File: config.mk
export PLATFORM = sky130hd
export DESIGN_NAME = uart_caesar_decipher_rx
export DESIGN_NICKNAME = d
export VERILOG_FILES = /design/src/rtl/uart_caesar_decipher_rx.sv
export SDC_FILE = /design/constraint.sdc
export NUM_CORES = 1
export LEC_CHECK = 0
export CORE_ASPECT_RATIO = 1.5
export CORE_UTILIZATION = 45
export DETAILED_ROUTE_END_ITERATION = 16
export DONT_BUFFER_PORTS = 1
export GPL_TIMING_DRIVEN = 0
export SLEW_MARGIN = 20
export SYNTH_ARGS = -nofsm -noshare
export SYNTH_HDL_FRONTEND = slang
export SYNTH_SLANG_ARGS = --single-unit
File: constraint.sdc
create_clock -name clk -period 2.15 [get_ports clk]
set_input_delay 0.1075 -clock clk [delete_from_list [all_inputs] [get_ports clk]]
set_output_delay 0.1075 -clock clk [all_outputs]
set_load 0.02 [all_outputs]
File: src/rtl/uart_caesar_decipher_rx.sv
// Caesar decipher between UART RX strobe and consumer; 0x00 markers toggle an XOFF/XON pause.
// Latency: byte strobed in cycle N is visible at out_data/out_valid in N+1 (FIFO empty, running).
// Backpressure: out_valid/out_ready with FIFO buffering; none to UART, bytes dropped when full (sticky overflow).
// Optional CAESAR_DECIPHER_STATS_EN adds stat_letters / stat_markers counters.
module uart_caesar_decipher_rx #(
  parameter int SHIFT      = 3,
  parameter int FIFO_DEPTH = 8
) (
  input  logic                        clk,
  input  logic                        rst_n,
  input  logic [7:0]                  rx_data,
  input  logic                        rx_valid,
  output logic [7:0]                  out_data,
  output logic                        out_valid,
  input  logic                        out_ready,
  output logic                        paused,
  output logic                        overflow,
  input  logic                        overflow_clr,
  output logic [$clog2(FIFO_DEPTH):0] fifo_level
`ifdef CAESAR_DECIPHER_STATS_EN
  ,
  output logic [15:0]                 stat_letters,
  output logic [15:0]                 stat_markers
`endif
);

  localparam int AW = $clog2(FIFO_DEPTH);
  localparam int LW = AW + 1;
  localparam logic [7:0] SH = 8'(SHIFT);

  typedef enum logic {RUNNING = 1'b0, PAUSED = 1'b1} state_t;

  state_t          state;
  logic [7:0]      mem [FIFO_DEPTH];
  logic [AW-1:0]   wr_ptr;
  logic [AW-1:0]   rd_ptr;

  logic is_marker;
  logic is_byte;
  logic full;
  logic pop;
  logic push;
  logic drop;

  // Shift letters back by SHIFT, wrapping within their own case; everything else untouched.
  function automatic logic [7:0] decipher(input logic [7:0] c);
    logic [7:0] r;
    r = c;
    if (c >= 8'h41 && c <= 8'h5A)
      r = (c >= 8'h41 + SH) ? c - SH : c + 8'd26 - SH;
    else if (c >= 8'h61 && c <= 8'h7A)
      r = (c >= 8'h61 + SH) ? c - SH : c + 8'd26 - SH;
    return r;
  endfunction

  assign is_marker = rx_valid && (rx_data == 8'h00);
  assign is_byte   = rx_valid && (rx_data != 8'h00);
  assign full      = (fifo_level == LW'(FIFO_DEPTH));
  // A pop in the same cycle frees the slot the push needs.
  assign pop       = out_valid && out_ready;
  assign push      = is_byte && (!full || pop);
  assign drop      = is_byte && full && !pop;

  assign out_valid = (fifo_level != '0) && !paused;
  assign out_data  = mem[rd_ptr];

  // FIFO storage, pointers and occupancy; storage cleared so the head reads 0x00 after reset.
  always_ff @(posedge clk) begin
    if (!rst_n) begin
      wr_ptr     <= '0;
      rd_ptr     <= '0;
      fifo_level <= '0;
      for (int i = 0; i < FIFO_DEPTH; i++) mem[i] <= 8'h00;
    end else begin
      if (push) begin
        mem[wr_ptr] <= decipher(rx_data);
        wr_ptr      <= wr_ptr + AW'(1);
      end
      if (pop) rd_ptr <= rd_ptr + AW'(1);
      case ({push, pop})
        2'b10:   fifo_level <= fifo_level + LW'(1);
        2'b01:   fifo_level <= fifo_level - LW'(1);
        default: fifo_level <= fifo_level;
      endcase
    end
  end

  // Pause FSM: each marker flips RUNNING/PAUSED; paused is the registered state flag.
  always_ff @(posedge clk) begin
    if (!rst_n) begin
      state  <= RUNNING;
      paused <= 1'b0;
    end else if (is_marker) begin
      case (state)
        RUNNING: begin
          state  <= PAUSED;
          paused <= 1'b1;
        end
        default: begin
          state  <= RUNNING;
          paused <= 1'b0;
        end
      endcase
    end
  end

  // Sticky overflow; a drop in the same cycle as a clear keeps it set.
  always_ff @(posedge clk) begin
    if (!rst_n)            overflow <= 1'b0;
    else if (drop)         overflow <= 1'b1;
    else if (overflow_clr) overflow <= 1'b0;
  end

`ifdef CAESAR_DECIPHER_STATS_EN
  logic is_letter;
  assign is_letter = (rx_data >= 8'h41 && rx_data <= 8'h5A) ||
                     (rx_data >= 8'h61 && rx_data <= 8'h7A);

  // Saturating counts of letters actually written and of markers seen.
  always_ff @(posedge clk) begin
    if (!rst_n) begin
      stat_letters <= '0;
      stat_markers <= '0;
    end else begin
      if (push && is_letter && stat_letters != 16'hFFFF) stat_letters <= stat_letters + 16'd1;
      if (is_marker && stat_markers != 16'hFFFF)         stat_markers <= stat_markers + 16'd1;
    end
  end
`endif

endmodule

Yosys cells after proc, flatten, opt, wreduce, memory -nomap -nowiden
Memory sizes are Yosys's and may differ from the RTL's. A register that Yosys moved wholly into a read port is not among the register bits. Index checks and enable logic that the tools add are counted.

Register bits: 12. Memories kept: 1. RAM bits: 64. Word-level logic and storage cells: 60. Input bits: 13. Output and inout bits: 15.

Memory list: mem (depth 8, width 8, rd ports 1, clocked after Yosys merged registers in 1, write ports 8, line 34) `logic [7:0] mem [FIFO_DEPTH];`.

Equal/unequal tests: 3. $add $sub $neg: 7. Muxes and demuxes: 19. Reduce and logical (&&, ||, !) cells: 19. Magnitude comparators: 6.

Operator list (number): $mux W8 (7); $ge A8 B7 Y1 const B (4); $le A8 B7 Y1 const B (2); $sub A8 B2 Y8 const B (2); $logic_and A1 B1 Y1 (9); $mux W3 (3); $add A8 B5 Y8 const B (1); $logic_not A8 Y1 (1); $mux W1 (8); $pmux W4 S2 (1); $reduce_bool A8 Y1 (1); $reduce_or A8 Y1 (1); $add A3 B1 Y3 const B (2); $add A4 B1 Y4 const B (1); $eq A4 B4 Y1 const B (1); $reduce_bool A2 Y1 (2); $reduce_bool A4 Y1 (1); $sub A4 B1 Y4 const B (1); $logic_not A1 Y1 (3); $eq A2 B1 Y1 const B (1); $eq A2 B2 Y1 const B (1); $logic_or A1 B1 Y1 (1).

Depth between registers and ports, before layout
Word-level depth: 10. Mapped depth: 9. Depth with buffers taken out: 9.

Worst setup path before layout
OpenSTA, ideal clock, no wires.

Path type: reg-to-reg. From: reg fifo_level[3]. To: reg fifo_level[2]. Data arrival time: 2.168 ns. Library setup time: 0.071 ns. Cell stages (with the launch flop): 9. Setup slack: -0.088 ns. Buffers on the path: 0. Period minus slack after synthesis: 2.238 ns. Required time: 2.079 ns. Path through: dfxtp_1 -> nor4_1 -> nand2b_1 -> nor2_1 -> xor2_1 -> ha_1 -> or4_1 -> a21o_1 -> a21oi_1.

Longest elaborated chain between the ends: 7. Elaborated cells between the ends (all ways): 11. Classes of those cells: eq/ne (3); mux (1); reduce/logical (7).

RTL lines: start: declaration (line 19) `output logic [$clog2(FIFO_DEPTH):0] fifo_level`; start signal: assignment (line 81) `2'b10: fifo_level <= fifo_level + LW'(1);`; start signal: assignment (line 82) `2'b01: fifo_level <= fifo_level - LW'(1);`; start signal: assignment (line 83) `default: fifo_level <= fifo_level;`; $reduce_bool A4 Y1 (line 64) `assign out_valid = (fifo_level != '0) && !paused;`; $logic_and A1 B1 Y1 (line 64); $logic_and A1 B1 Y1 (line 60) `assign pop = out_valid && out_ready;`; $logic_or A1 B1 Y1 (line 61) `assign push = is_byte && (!full || pop);`; $logic_and A1 B1 Y1 (line 61); $eq A2 B1 Y1 / $eq A2 B2 Y1 (equally long branches) (line 80) `case ({push, pop})`; $pmux W4 S2 / $reduce_bool A2 Y1 (equally long branches).

Parallel ways exist; a longest one is shown, timed or not. A chain may end at the register's enable or synchronous reset.

Worst setup path in the final report
From: reg fifo_level[1]. To: reg fifo_level[2].

Same word-level chain as after synthesis.

==> metrics <==
area leader, netlist edfxtp_1; Final Skew 3.928 ps; initial core utilization 46.68%; type of origin of the critical path register; worst hold slack 11.58 ps; crit path time final 2155 ps; final setup TNS -5.134 ps; CP arrival 2410 ps; Overall Power 4.452 mW; Data required, critical path 2410 ps; synth unique cells 54; relative slew slack 39.73%; RSZ-0062 raised after global routing yes; Layout Nets 379; Yosys top cell area share 46.08%; Clock Path Buffers 2; Layout area overhead 15.66%; Final ANT Viol Nets 0; via count 2742; Slew Viols, Final 0; DR pass1 iterations 5; Initial DRC Count 193; hpwl dp 6603 µm; core area 0.008934 mm²; Die ar. 0.009664 mm²; top-count cell post-synth edfxtp_1; number of I/O pins 28; final hold vios 0; grt ovf 0; critical path peak fanout 7; Synthesis Warnings 0; clock transition at the registers of the reported paths 60 ps; Synth Flop Type edfxtp_1; IO Port Bufs 0; Detailed Route WL 9472 µm; Setup CP Type register to register; Seq cells post-synth 79; largest net degree at the start of global routing 13; sequential-to-total area share from yosys stat 53.29%; reg2reg path depth 8; worst setup margin -5.134 ps; Hold Path Depth 3; synthesized netlist cell count 340; Pwr Density 923.0 mW/mm²; WL/cell 20.03 µm; failing checks negative setup slack; clk sink count 79; GP Congestion 0.8505; number of global-route vias before repair 2898; GRT Max-Usage Layer met2; # DRC 0; Max Clock Freq 0.4640 GHz; Setup violations, final 1; met3 Use GR 4.639%; initial antenna violation count 0; # fillers 773; Hold Crit Class input port to register; mapped cell area 0.004170 mm²; met1 global-route usage 24.91%; gr usage total 22.40%; maximum vdd drop 0.0006320 V; asr flop ratio synth 0%; Mapped Nets 361; n_diodes 0; synth top area cells edfxtp_1 46%, mux4_2 8.6%, dfxtp_1 7.2%, nor2_1 5.0%, mux2_2 2.4%; row count 42; commonest cells in the netlist 64 x edfxtp_1, 55 x nor2_1, 22 x nand2_1, 16 x mux4_2; Static Leak 1.726 nW; Die Span Y 119.9 µm; met2 Track Usage GR 39.88%; H-tree Lvls 3; CTS tree done; die width 80.60 µm; vias per inst 5.797; Crit. End Element register; Post-synth EDFFs 64; first-pass GRT wire length 15370 µm; clk_lat worst skew 330 ps; CTS buffer count 9; worst-margin pin slew 904.1 ps; share of cells above drive strength 1 27.00%; syn avg cell area 12.27 µm²; outcome finished, violations left; max_cap viols 0; clk root buf clkbuf_16; crit share post-route 100.2%
layout by cell type, fill, tap and decap left out, types with 7 or more instances in the layout:
| cell type | Yosys | final |
|---|---|---|
| clkbuf_16 | 0 | 10 |
| inv_1 | 8 | 8 |
| mux4_2 | 16 | 16 |
| edfxtp_1 | 64 | 64 |
| a21oi_1 | 15 | 15 |
| dfxtp_1 | 15 | 10 |
| nor2_1 | 55 | 54 |
| buf_4 | 3 | 11 |
| nor3_1 | 12 | 11 |
| ha_1 | 8 | 7 |
| nand3_1 | 9 | 7 |
| mux2_2 | 9 | 9 |
| nand2_1 | 22 | 14 |
state kept, by name (all words and copies together) (netlist names), named ones only:
signal,count
state,1
rd_ptr,3
fifo_level,4
overflow,1
mem,64
wr_ptr,3
power breakdown:
part           switching (mW)  internal [mW]
registers               0.157           1.78
clock network           0.567          0.949
logic                   0.532          0.466
total                    1.26           3.20
per-layer routing:
metal	part of all wire (%)	vias to the layer above
met1	38	1343
li1	-	1319
met5	0	-
met2	56	70
met3	3.9	10
met4	1.8	0
metrics by stage:
step	cells	util (%)	instance area, µm²	setup slack (ps)
2_1_floorplan	340	-	4177	-14.93
3_5_place_dp	450	48.29	4314	-468.6
4_1_cts	468	53.07	4741	-46.09
6_report	473	53.99	4823	-5.134
3_3_place_gp	450	48.29	4314	-450.8
5_1_grt	473	53.99	4823	-79.53
critical path, stage by stage, from the launching register on:
cell and delay, ps:
dfxtp_4 390, nor4_4 330, nand2b_4 190, nor2_2 50
xor2_1 170, ha_2 180, or4_4 480, a21o_1 190
a21oi_1 100
what timing repair did:
item                                   in CTS  in global routing
setup buffers                               3                  5
hold buffers                                3                  0
setup endpoints to repair                 117                 80
pin swaps                                   3                  4
endpoints found under the hold margin       2                  0
resized for setup                          27                 11
area by class of cell:
cell class	instances	area [µm²]	share of cell area, %
plain buffers	16	96.34	1.997
clock buffers	15	299.0	6.200
clock inverters	1	6.256	0.1297
inverters	9	33.78	0.7004
multi-input cells	232	1922	39.84
flip-flops and latches	79	2238	46.41
well taps	110	137.6	2.853
repair buffers	11	90.09	1.868
final timing paths:
path | startpoint | endpoint | slack (ps)
hold / removal | rx_valid | state | 10
hold reg to reg | rd_ptr[1] | register | 490
setup / recovery | fifo_level[1] | fifo_level[2] | -5
setup reg to reg | fifo_level[1] | fifo_level[2] | -5
logic make-up (layout without fill, tap and decap cells):
family,after synthesis,count (layout),synth area share [%]
AND/OR/NAND/NOR,136,136,16.02
flip-flops,79,79,53.29
AO/OA/AOI/OAI,48,48,10.59
multiplexers,30,30,12.36
buffers and inverters,29,52,3.240
XOR/XNOR,10,10,2.100
adder cells (fa/ha/maj),8,8,2.400
No activity file was read; power rests on OpenSTA's default activity.
